$ cat config.mk
export PLATFORM = sky130hd
export DESIGN_NAME = gfx_row_scheduler_flat
export DESIGN_NICKNAME = d
export VERILOG_FILES = /design/src/rtl/gfx_row_scheduler_if.sv /design/src/rtl/gfx_row_scheduler.sv /design/src/flat_wrapper.sv
export SDC_FILE = /design/constraint.sdc
export NUM_CORES = 1
export LEC_CHECK = 0
export CELL_PAD_IN_SITES_DETAIL_PLACEMENT = 1
export CELL_PAD_IN_SITES_GLOBAL_PLACEMENT = 1
export CORE_ASPECT_RATIO = 1.75
export CORE_MARGIN = 2
export CORE_UTILIZATION = 28
export DETAILED_ROUTE_END_ITERATION = 12
export PLACE_DENSITY = 0.83
export SLEW_MARGIN = 5
export SYNTH_ARGS = -nofsm -noshare
export SYNTH_HDL_FRONTEND = slang
export SYNTH_SLANG_ARGS = --single-unit
$ cat constraint.sdc
create_clock -name clk -period 2.1 [get_ports clk]
set_input_delay 0.21 -clock clk [delete_from_list [all_inputs] [get_ports clk]]
set_output_delay 0.21 -clock clk [all_outputs]
set_load 0.02 [all_outputs]
$ cat src/rtl/gfx_row_scheduler_if.sv
// Row write bus between the two game-logic requesters, the scheduler and the graphics block.
// The scheduler takes the slave side; requesters and the graphics block take the master side.
interface gfx_row_scheduler_if #(
  parameter int IDX_W = 5,
  parameter int WIDTH = 30
);
  logic             req0;
  logic [IDX_W-1:0] row0;
  logic [WIDTH-1:0] data0;
  logic             gnt0;

  logic             req1;
  logic [IDX_W-1:0] row1;
  logic [WIDTH-1:0] data1;
  logic             gnt1;

  logic [IDX_W-1:0] oIndex;
  logic [WIDTH-1:0] oData;

  modport master (
    output req0, row0, data0,
    output req1, row1, data1,
    input  gnt0, gnt1,
    input  oIndex, oData
  );

  modport slave (
    input  req0, row0, data0,
    input  req1, row1, data1,
    output gnt0, gnt1,
    output oIndex, oData
  );
endinterface

$ cat src/rtl/gfx_row_scheduler.sv
// Round-robin scheduler for the gameboard row write port, with an atomic board-clear sequence.
// Optional macro CG_BLANK_GATE_EN: grants only at edges inside the blanking interval.
module gfx_row_scheduler #(
  parameter int ROWS  = 20,
  parameter int WIDTH = 30,
  parameter int IDX_W = 5
) (
  input  logic               clk,
  input  logic               rst,
  input  logic               blank,
  input  logic               clr,
  output logic               clr_busy,
  gfx_row_scheduler_if.slave bus,
  output logic [7:0]         drop_cnt
);

  typedef enum logic {IDLE, CLEAR} state_t;

  localparam logic [IDX_W-1:0] FIRST_ROW = IDX_W'(1);
  localparam logic [IDX_W-1:0] LAST_ROW  = IDX_W'(ROWS - 1);
  localparam int unsigned      ROWS_U    = ROWS;

  state_t           state_q, state_d;
  logic             ptr_q, ptr_d;
  logic             gnt0_q, gnt0_d;
  logic             gnt1_q, gnt1_d;
  logic [IDX_W-1:0] idx_q, idx_d;
  logic [WIDTH-1:0] data_q, data_d;
  logic             busy_q, busy_d;
  logic [7:0]       drop_q, drop_d;

  logic             window;
  logic             elig0, elig1, any_elig;
  logic             pick;
  logic [IDX_W-1:0] sel_row;
  logic [WIDTH-1:0] sel_data;

`ifdef CG_BLANK_GATE_EN
  assign window = blank;
`else
  logic unused_blank;
  assign unused_blank = blank;
  assign window       = 1'b1;
`endif

  function automatic logic legal_row(input logic [IDX_W-1:0] r);
    return (r != '0) && (32'(r) < ROWS_U);
  endfunction

  // A grant consumes the request, so a requester showing gnt this cycle is not eligible.
  assign elig0    = bus.req0 & ~gnt0_q;
  assign elig1    = bus.req1 & ~gnt1_q;
  assign any_elig = elig0 | elig1;

  // pick = 1 selects requester 1; the pointer only matters when both compete.
  assign pick     = (elig0 & elig1) ? ptr_q : elig1;
  assign sel_row  = pick ? bus.row1  : bus.row0;
  assign sel_data = pick ? bus.data1 : bus.data0;

  // NOTE: every signal written here gets a default first, so no path leaves one unassigned
  // and no latch is inferred.
  always_comb begin
    state_d = state_q;
    ptr_d   = ptr_q;
    gnt0_d  = 1'b0;
    gnt1_d  = 1'b0;
    idx_d   = '0;
    data_d  = '0;
    busy_d  = 1'b0;
    drop_d  = drop_q;

    unique case (state_q)
      IDLE: begin
        if (clr) begin
          state_d = CLEAR;
          idx_d   = FIRST_ROW;
          busy_d  = 1'b1;
        end else if (window && any_elig) begin
          ptr_d  = ~pick;
          gnt0_d = ~pick;
          gnt1_d = pick;
          if (legal_row(sel_row)) begin
            idx_d  = sel_row;
            data_d = sel_data;
          end else if (drop_q != 8'hFF) begin
            drop_d = drop_q + 8'd1;
          end
        end
      end

      CLEAR: begin
        // The row currently on the bus doubles as the clear counter; clr and requests wait.
        if (idx_q == LAST_ROW) begin
          state_d = IDLE;
        end else begin
          idx_d  = idx_q + FIRST_ROW;
          busy_d = 1'b1;
        end
      end

      default: state_d = IDLE;
    endcase
  end

  // NOTE: state registers use non-blocking assignments so every flop samples pre-edge values.
  always_ff @(posedge clk or negedge rst) begin
    if (!rst) begin
      state_q <= IDLE;
      ptr_q   <= 1'b0;
      gnt0_q  <= 1'b0;
      gnt1_q  <= 1'b0;
      idx_q   <= '0;
      data_q  <= '0;
      busy_q  <= 1'b0;
      drop_q  <= '0;
    end else begin
      state_q <= state_d;
      ptr_q   <= ptr_d;
      gnt0_q  <= gnt0_d;
      gnt1_q  <= gnt1_d;
      idx_q   <= idx_d;
      data_q  <= data_d;
      busy_q  <= busy_d;
      drop_q  <= drop_d;
    end
  end

  assign bus.gnt0   = gnt0_q;
  assign bus.gnt1   = gnt1_q;
  assign bus.oIndex = idx_q;
  assign bus.oData  = data_q;
  assign clr_busy   = busy_q;
  assign drop_cnt   = drop_q;

  a_one_grant : assert property (@(posedge clk) disable iff (!rst) !(gnt0_q && gnt1_q));
  a_no_grant_in_clear : assert property (@(posedge clk) disable iff (!rst)
                                         busy_q |-> !(gnt0_q || gnt1_q));

endmodule

$ cat src/flat_wrapper.sv
// flat-port wrapper written by rule: the top's interface ports become plain ports
module gfx_row_scheduler_flat 
#(
  parameter int ROWS  = 20,
  parameter int WIDTH = 30,
  parameter int IDX_W = 5
)
  (clk, rst, blank, clr, clr_busy, drop_cnt, bus_req0, bus_row0, bus_data0, bus_req1, bus_row1, bus_data1, bus_gnt0, bus_gnt1, bus_oIndex, bus_oData);
  gfx_row_scheduler_if #(.IDX_W(IDX_W), .WIDTH(WIDTH)) bus_i ();
  input  logic clk;
  input  logic rst;
  input  logic blank;
  input  logic clr;
  output logic clr_busy;
  output logic [7:0] drop_cnt;
  input wire logic [$bits(bus_i.req0)-1:0] bus_req0;
  input wire logic [$bits(bus_i.row0)-1:0] bus_row0;
  input wire logic [$bits(bus_i.data0)-1:0] bus_data0;
  input wire logic [$bits(bus_i.req1)-1:0] bus_req1;
  input wire logic [$bits(bus_i.row1)-1:0] bus_row1;
  input wire logic [$bits(bus_i.data1)-1:0] bus_data1;
  output wire logic [$bits(bus_i.gnt0)-1:0] bus_gnt0;
  output wire logic [$bits(bus_i.gnt1)-1:0] bus_gnt1;
  output wire logic [$bits(bus_i.oIndex)-1:0] bus_oIndex;
  output wire logic [$bits(bus_i.oData)-1:0] bus_oData;
  assign bus_i.req0 = bus_req0;
  assign bus_i.row0 = bus_row0;
  assign bus_i.data0 = bus_data0;
  assign bus_i.req1 = bus_req1;
  assign bus_i.row1 = bus_row1;
  assign bus_i.data1 = bus_data1;
  assign bus_gnt0 = bus_i.gnt0;
  assign bus_gnt1 = bus_i.gnt1;
  assign bus_oIndex = bus_i.oIndex;
  assign bus_oData = bus_i.oData;
  gfx_row_scheduler #(.ROWS(ROWS), .WIDTH(WIDTH), .IDX_W(IDX_W)) u_core (.clk(clk), .rst(rst), .blank(blank), .clr(clr), .clr_busy(clr_busy), .bus(bus_i), .drop_cnt(drop_cnt));
endmodule
==> flow_summary.toml, run 1 <==
[clock_tree]
cts.reportedPaths.clkPinSlew_ns = 0.06
cts_sinks = 47
cts-root-buf = "clkbuf_16"
clk_path_buf_depth = 2
htreeDepth = 2
post_cts_buffers = 0
cts_made_buffers = 5
ctsResizeCount = 0
holdBufCountCts = 0
clock_latency_ns = 0.28
cts_tree = "built"

[sta]
setup_violations = 0
worst_pin_slew_ns = 0.621
tns_ns = 0
worst_hold_slack_ns = 0.0133
period_share_pct = 91.8
final-hold-violation-count = 0
finClkSkew_ns = 0.00324
slew_headroom_pct = 58.6
drv_slew = 0
clock.fmax_mhz = 519
rsz0062_at_grt = "false"
period_needed_ns = 1.93

[setup_path]
slowest_delay_ns = 0.53
rr_endpoint = "u_core.bus.oData[6]"
path_max_fanout = 15
startpoint_type = "input pin"
critPathSlowestCell = "or4_1"
arrival_ns = 2.10
crit_type = "input pin to flop"
r2r-start = "u_core.bus.gnt0"
setup.worst_path.start = "bus_row0[3]"
required_ns = 2.28
worst_r2r_path_depth = 6
crit_chain = "clkdlybuf4s50_1 > or4_1 > o21ai_1 > mux2_4 > or2_2 > buf_12 > a21oi_2"
critPathCaptureType = "flop"
r2r_setup_slack_ns = 0.20
crit_end = "u_core.bus.oData[20]"

[finish]
area_delta_synth_final_pct = 66.1
post-route-util_pct = 47.7
diodes = 0
fin_area_um2 = 3740
nets = 426
layout-drive-gt1-share_pct = 16.7

[synth]
ys.flop_type = "dfrtp_1"
synth_top_cell_by_area = "dfrtp_1"
async_flop_share_pct = 100
synth_cells = 219
synth_edf_count = 0
yosysWarnings = 0
yosysSeqAreaShare_pct = 52.2
ys_top_cells_by_area = "dfrtp_1, a21oi_2, nand2_1"
yosysMostFrequentCell = "nand2_1"
synth-seq-cells = 47
synth_nets = 297
syn_area_per_cell_um2 = 10.3
post_synth_num_cell_types = 36
synthTopCellsByCount = "nand2_1, dfrtp_1, a21oi_2, xnor2_1, o21ai_0"
yosysTopAreaCellShare_pct = 52.2
synth.cell_area_um2 = 2250

[routing]
first_iter_violations = 52
antenna_left = 0
drc_errors = 0
num_vias = 2079
wl_um = 7160
vias_per_cell = 4.75
post_drt_wl_per_cell_um = 16.3
drtPass1Iterations = 4

[die]
start_util_pct = 28.7
die-area_um2 = 8810
dieWidth_um = 71.8
die_h_um = 123
coreArea_um2 = 7860
num_io_pins = 122
rows = 43

[global_routing]
grt_pass1_vias = 2246
grt-ovfl-total = 0
grt_start_max_net_pins = 48
antenna_found_initial = 0
grt_pass1_wl_um = 11200
grt_usage_pct = 16.8

[placement]
hpwl_um = 5550
port_buffers = 120
place.gp.congestion = 0.754
placed_area_um2 = 3600

[pwr]
total_power_mw = 3.03
powerDensity_nw_per_um2 = 809
leakagePower_nw = 1.60
vdd_drop_max_v = 0.000414

[hold_path]
hold_path.class = "input pin to asynchronous set/reset pin"

[job]
cap_violations = 0

[status]
status = "completed"
## stage by stage
step | instances | setup slack (ns)
after floorplan | 219 | 0.268
after global placement | 431 | -0.104
after detailed placement | 431 | -0.129
after CTS | 438 | 0.167
after global routing | 438 | 0.0767
final | 438 | 0.172
## per-layer routing
metal / global-route usage [%] / vias to the layer above / share of wire, %
met2: 31.9 / 69 / 58
li1: - / 991 / -
met1: 16.8 / 998 / 34
met3: 3.12 / 21 / 4.0
met4: 9.08 / 0 / 4.5
met5: 0 / - / 0
## registers in the layout, summed over array words and instances, names as in the netlist
signal,count
u_core.state_q,1
u_core.bus.oIndex,5
u_core.bus.gnt0,1
u_core.drop_cnt,8
u_core.bus.oData,30
u_core.bus.gnt1,1
u_core.ptr_q,1
## worst min-delay path by stage
stage,cells past startpoint,from,end
after floorplan,0,rst,u_core.bus.gnt0
after global placement,2,rst,u_core.bus.oIndex[4]
after detailed placement,2,rst,u_core.bus.oIndex[4]
after CTS,2,rst,u_core.bus.oData[26]
after global routing,2,rst,u_core.bus.oIndex[4]
final,2,rst,u_core.bus.oData[26]
## layout make-up
class | instances | area, um^2
repair buffers | 133 | 1320
clock inverters | 1 | 5.00
flip-flops and latches | 47 | 1180
multi-input cells | 159 | 985
inverters | 2 | 7.51
clock buffers | 6 | 139
fillers | 880 | 4110
well taps | 90 | 113
## power breakdown
group / internal, mW / leakage [nW] / switching, mW
combinational: 0.535 / 0.885 / 0.566
sequential: 1.02 / 0.638 / 0.119
clock: 0.465 / 0.0727 / 0.321
total: 2.02 / 1.60 / 1.01
## cells by family after synthesis
family                     after synthesis  share of synthesized area (%)
and+or+nand+nor                         93                           18.4
AOI/OAI and AO/OA                       49                           17.2
DFF                                     47                           52.2
buffers and inverters                   13                           4.72
xor gates and xnor gates                 9                           3.50
muxes                                    6                           2.94
adders and majority gates                2                           1.11
## layout by cell type, fill, tap and decap left out, drive strengths merged, types with 3 or more instances in the layout
master           n
and3             3
buf             14
nand2           67
xnor2            9
nor2             5
nand2b           4
dfrtp           47
clkdlybuf4s50  119
nand3            5
o21ai            9
mux2i            4
a21oi           31
o22ai            3
clkbuf           6
## critical path: cells and delay by family
kind            cells  cell delay, ns
buf+inv             2            0.62
simple gates        2            0.77
compound gates      2            0.26
mux                 1            0.24
Note: power is estimated with default switching activity, not from simulation.
==> run 2: changes to the inputs <==
--- a/config.mk
+++ b/config.mk
@@ -5,13 +5,14 @@
 export SDC_FILE = /design/constraint.sdc
 export NUM_CORES = 1
 export LEC_CHECK = 0
+export ABC_AREA = 1
 export CELL_PAD_IN_SITES_DETAIL_PLACEMENT = 1
 export CELL_PAD_IN_SITES_GLOBAL_PLACEMENT = 1
-export CORE_ASPECT_RATIO = 1.75
+export CORE_ASPECT_RATIO = 0.75
 export CORE_MARGIN = 2
-export CORE_UTILIZATION = 28
+export CORE_UTILIZATION = 31
 export DETAILED_ROUTE_END_ITERATION = 12
-export PLACE_DENSITY = 0.83
+export PLACE_DENSITY = 0.84
 export SLEW_MARGIN = 5
 export SYNTH_ARGS = -nofsm -noshare
 export SYNTH_HDL_FRONTEND = slang
==> run 2 against run 1 <==
Net effect:
- combinational power up 27%
- utilization up 2.4 points
- cell area up 14%
- synthesized cell count up 24%
- first-iteration DRC count up 9.6%
- clock skew down 0.0013 ns
- largest cell class is now multi-input gates
- highest routed layer unchanged
==> flow_summary.toml, run 2 <==
[pwr]
switchingPower_mw = 1.23
power_frac_seq_pct = 33.6
power_frac_clock_pct = 24.8
leakagePower_nw = 1.73
powerDensity_nw_per_um2 = 786
swShare_pct = 36.6
p_comb_share_pct = 41.6
vdd_drop_max_v = 0.000383
p_int_mw = 2.13

[die]
coreArea_um2 = 8530
die_h_um = 85.6
dieWidth_um = 113
num_io_pins = 122
rows = 29
start_util_pct = 32.2
die-area_um2 = 9640

[sta]
tns_ns = 0
worst_hold_slack_ns = 0.454
rsz0062_at_grt = "false"
finClkSkew_ns = 0.00189
setup_ws_ns = 0.362
slew_headroom_pct = 62.6
clock.fmax_mhz = 576
period_share_pct = 82.7
drv_slew = 0
setup_violations = 0
period_needed_ns = 1.74
final-hold-violation-count = 0
worst_pin_slew_ns = 0.561

[clock_tree]
cts_tree = "built"
htreeDepth = 2
clock_latency_ns = 0.28
cts_made_buffers = 5
clk_path_buf_depth = 2
cts_sinks = 47
ctsResizeCount = 0
cts-root-buf = "clkbuf_16"
cts.reportedPaths.clkPinSlew_ns = 0.06

[global_routing]
grt_pass1_vias = 2522
antenna_found_initial = 0
grt_start_max_net_pins = 32
grt_pass1_wl_um = 12400
grt_usage_pct = 16.3
grt-ovfl-total = 0

[synth]
synth.cell_area_um2 = 2750
syn_area_per_cell_um2 = 10.1
ys_top_cells_by_area = "dfrtp_1, nor2_4, o211ai_1"
ys.flop_type = "dfrtp_1"
post_synth_num_cell_types = 30
yosysTopAreaCellShare_pct = 42.8
yosysWarnings = 0
synthTopCellsByCount = "dfrtp_1, nand2_1, nor2_4, o211ai_1, or2_2"
yosysSeqAreaShare_pct = 42.8
synth_nets = 350
synth-seq-cells = 47
async_flop_share_pct = 100
synth_cells = 272
yosysMostFrequentCell = "dfrtp_1"
synth_edf_count = 0
synth_top_cell_by_area = "dfrtp_1"

[routing]
first_iter_violations = 57
drc_errors = 0
num_vias = 2320
drtPass1Iterations = 4
vias_per_cell = 4.58
antenna_left = 0
post_drt_wl_per_cell_um = 15.1
wl_um = 7620

[placement]
dp_slack_ns = 0.0695
place.gp.congestion = 0.902
hpwl_um = 6120
port_buffers = 120

[finish]
nets = 475
post-route-util_pct = 50.1
mostFrequentLayoutCells = "clkdlybuf4s50_1, dfrtp_1, nand2_1"
diodes = 0
layout-drive-gt1-share_pct = 25.4
final_common_cell = "clkdlybuf4s50_1"
largest_reg_flops = 30
area_delta_synth_final_pct = 55.3

[setup_path]
rr_endpoint = "u_core.bus.oData[25]"
startpoint_type = "flop"
r2r_setup_slack_ns = 0.36
critPathCaptureType = "flop"
r2r-start = "u_core.bus.gnt0"
worst_r2r_path_depth = 11
setup.worst_path.start = "u_core.bus.gnt0"
path_max_fanout = 17
crit_type = "flop to flop"
arrival_ns = 1.90
required_ns = 2.27

[hold_path]
hold_path.class = "input pin to asynchronous set/reset pin"

[job]
cap_violations = 0

[status]
status = "completed"
-- run 2: cells by family (layout without fill, tap and decap cells) --
family	count (synthesis)	in the layout	synth area share [%]
adders and majority gates	2	2	0.910
AOI/OAI and AO/OA	36	36	9.47
buffers and inverters	36	162	7.01
and+or+nand+nor	143	143	37.3
xor gates and xnor gates	8	8	2.55
DFF	47	47	42.8
-- run 2: power by group through the flow --
stage          Sequential [mW]  Combinational, mW  Clock (mW)
2_1_floorplan             1.24              0.773           0
3_3_place_gp              1.14               1.37           0
3_5_place_dp              1.14               1.41           0
4_1_cts                   1.13               1.42       0.866
5_1_grt                   1.15               1.52       0.897
6_report                  1.13               1.40       0.832
-- run 2: area by class of cell --
type / instances / area [um^2]
clock buffers: 7 / 153
well taps: 108 / 135
flip-flops and latches: 47 / 1180
repair buffers: 130 / 1320
multi-input cells: 189 / 1380
inverters: 24 / 95.1
fillers: 962 / 4260
clock inverters: 1 / 7.51
-- run 2: metrics by stage --
step / instance area [um^2] / cells / total power, mW
after floorplan: 2750 / 272 / 2.01
after global placement: 4100 / 497 / 2.51
after detailed placement: 4100 / 497 / 2.56
after CTS: 4270 / 506 / 3.42
after global routing: 4270 / 506 / 3.56
final: 4270 / 506 / 3.36
-- run 2: what timing repair did --
action,CTS,global route
buffers inserted,0,0
hold buffers,1,0
endpoints found under the hold margin,23,0
-- run 2: how the worst max path moves through the flow --
| stage | cells past startpoint | to | slack [ns] |
|---|---|---|---|
| floorplan | 11 | u_core.bus.oData[0] | 0.48 |
| detailed placement | 11 | u_core.bus.oData[25] | 0.07 |
| CTS | 11 | u_core.bus.oData[19] | 0.34 |
| finish | 11 | u_core.bus.oData[25] | 0.36 |
| global placement | 11 | u_core.bus.oData[15] | 0.09 |
| global route | 11 | u_core.bus.oData[22] | 0.22 |
-- run 2: layer usage --
layer | vias up | GRT usage, % | wire [um]
li1 | 1142 | - | -
met1 | 1105 | 19.6 | 3150
met2 | 69 | 28.5 | 3830
met3 | 4 | 5.58 | 598
met4 | 0 | 3.33 | 31
met5 | - | 0 | 0
-- run 2: worst max-delay path: stages (launching register included) --
cell and delay (ns):
dfrtp_1 0.38, inv_1 0.11, nand3_4 0.13, nand2_4 0.16, nand2_1 0.07, nand2_1 0.13
nand3_4 0.11, nand2_8 0.12, nand2_8 0.08, inv_6 0.07, buf_12 0.22, nor2_4 0.04
==> run 3: changes to the inputs <==
--- a/config.mk
+++ b/config.mk
@@ -10,9 +10,9 @@
 export CELL_PAD_IN_SITES_GLOBAL_PLACEMENT = 1
 export CORE_ASPECT_RATIO = 0.75
 export CORE_MARGIN = 2
-export CORE_UTILIZATION = 31
+export CORE_UTILIZATION = 28
 export DETAILED_ROUTE_END_ITERATION = 12
-export PLACE_DENSITY = 0.84
+export PLACE_DENSITY = 0.8
 export SLEW_MARGIN = 5
 export SYNTH_ARGS = -nofsm -noshare
 export SYNTH_HDL_FRONTEND = slang
==> constraint.sdc (replaced) <==
create_clock -name clk -period 1.5 [get_ports clk]
set_input_delay 0.15 -clock clk [delete_from_list [all_inputs] [get_ports clk]]
set_output_delay 0.15 -clock clk [all_outputs]
set_load 0.02 [all_outputs]
==> run 3 against run 2 <==
Net effect:
- the flow now finishes with violations (negative setup slack)
- largest power group unchanged
- count of clock-buffer cells in the layout decreased by 1
- critical path depth shrank 1
- sequential power rose by 36%
- die area rose by 10%
==> flow_summary.toml, run 3 (synthesized netlist as in run 2, its figures left out) <==
[routing]
drtPass1Iterations = 4
wl_um = 8370
vias_per_cell = 4.40
num_vias = 2449
drc_errors = 0
post_drt_wl_per_cell_um = 15.0
first_iter_violations = 46
antenna_left = 0

[placement]
port_buffers = 120
hpwl_um = 6620
place.gp.congestion = 0.758

[sta]
clock.fmax_mhz = 618
period_share_pct = 108
setup_violations = 42
final-hold-violation-count = 0
drv_slew = 0
rsz0062_at_grt = "true"
setup_ws_ns = -0.119
tns_ns = -3.76
finClkSkew_ns = 0.00467
period_needed_ns = 1.62
worst_pin_slew_ns = 0.535
slew_headroom_pct = 64.3

[global_routing]
grt_util_met1_pct = 18.1
grt_use_met2_pct = 28.5
antenna_found_initial = 0
busiest_layer = "met2"
grt-ovfl-total = 0
grt_pass1_vias = 2690
grt_pass1_wl_um = 13400
use_met3_pct = 6.73
grt_start_max_net_pins = 29
grt_usage_pct = 16.0

[clock_tree]
cts_sinks = 47
htreeDepth = 2
cts_tree = "built"
clk_path_buf_depth = 2
clock_latency_ns = 0.28
cts_made_buffers = 5
cts-root-buf = "clkbuf_16"
cts.reportedPaths.clkPinSlew_ns = 0.06

[die]
die_h_um = 89.8
dieWidth_um = 118
start_util_pct = 28.6
rows = 31
num_io_pins = 122
die-area_um2 = 10600
coreArea_um2 = 9620

[hold_path]
hold_path.class = "input pin to asynchronous set/reset pin"

[finish]
nets = 501
area_delta_synth_final_pct = 70.7
mostFrequentLayoutCells = "clkdlybuf4s50_1, dfrtp_1, nor2_4"
diodes = 0
regArea_um2 = 1180
post-route-util_pct = 48.8
nFillCells = 1083
multi_input_area_um2 = 1460
layout-drive-gt1-share_pct = 32.3
final_common_cell = "clkdlybuf4s50_1"
largest_reg_flops = 30

[job]
cap_violations = 0

[setup_path]
required_ns = 1.72
r2r-start = "u_core.bus.gnt1"
setup.worst_path.start = "u_core.bus.gnt1"
arrival_ns = 1.84
path_max_fanout = 8
startpoint_type = "flop"
crit_type = "flop to flop"
critPathCaptureType = "flop"

[pwr]
powerDensity_nw_per_um2 = 1130
total_power_mw = 5.32
leakagePower_nw = 2.01
vdd_drop_max_v = 0.000541

[status]
failed_checks = "negative setup slack"
status = "finished, violations left"
==> run 3: report_power, final <==
| part | leakage [nW] | switching [mW] | internal [mW] | total [mW] |
|---|---|---|---|---|
| registers | 0.636 | 0.121 | 1.42 | 1.54 |
| logic | 1.28 | 1.26 | 1.11 | 2.37 |
| clock network | 0.0911 | 0.446 | 0.955 | 1.40 |
==> run 3: what timing repair did <==
item                                    in CTS  in global routing
gates cloned                                 0                  1
resized for setup                           24                  7
hold buffers                                 1                  0
pin swaps                                    1                  2
hold endpoints to repair                    19                  0
endpoints found under the setup margin      50                 47
setup buffers                                4                  1
==> run 3: through the flow <==
stage,setup slack [ns],instances,cell area [um^2],hold WS [ns]
after global routing,-0.182,556,4690,0.451
after global placement,-0.287,541,4350,0.154
after detailed placement,-0.382,541,4350,0.158
after CTS,-0.106,554,4640,0.407
after floorplan,-0.0542,272,2760,-0.146
final,-0.119,556,4690,0.394
==> run 3: layout make-up <==
type,instances,area share [%]
multi-input cells,189,31.2
inverters,24,2.24
repair buffers,156,33.9
clock buffers,6,2.75
well taps,132,3.52
flip-flops and latches,47,25.1
clock inverters,2,1.28
==> run 3: worst paths after layout <==
check / to / slack, ns / cells past startpoint
max: u_core.bus.oData[11] / -0.12 / 10
min: u_core.drop_cnt[4] / 0.39 / 2
max reg2reg: u_core.bus.oData[11] / -0.12 / 10
min reg2reg: u_core.drop_cnt[7] / 0.51 / 2
max in group asynchronous: u_core.bus.gnt1 / 0.56 / 3
min in group clk: u_core.bus.gnt1 / 0.47 / 2
==> run 3: per-layer routing <==
| layer | up-vias | part of all wire, % |
|---|---|---|
| met5 | - | 0 |
| met4 | 0 | 0.48 |
| met3 | 4 | 8.7 |
| met2 | 73 | 50 |
| met1 | 1177 | 41 |
| li1 | 1195 | - |
==> run 3: critical path, cell delays in order, from the launching register on <==
cell and delay (ns):
dfrtp_2 0.44, nor2_8 0.17, nand3b_1 0.19, nand2_4 0.14, nand2_4 0.08, inv_4 0.08
nand2_8 0.07, nand2_8 0.08, clkinv_8 0.08, buf_12 0.16, nor2_4 0.07
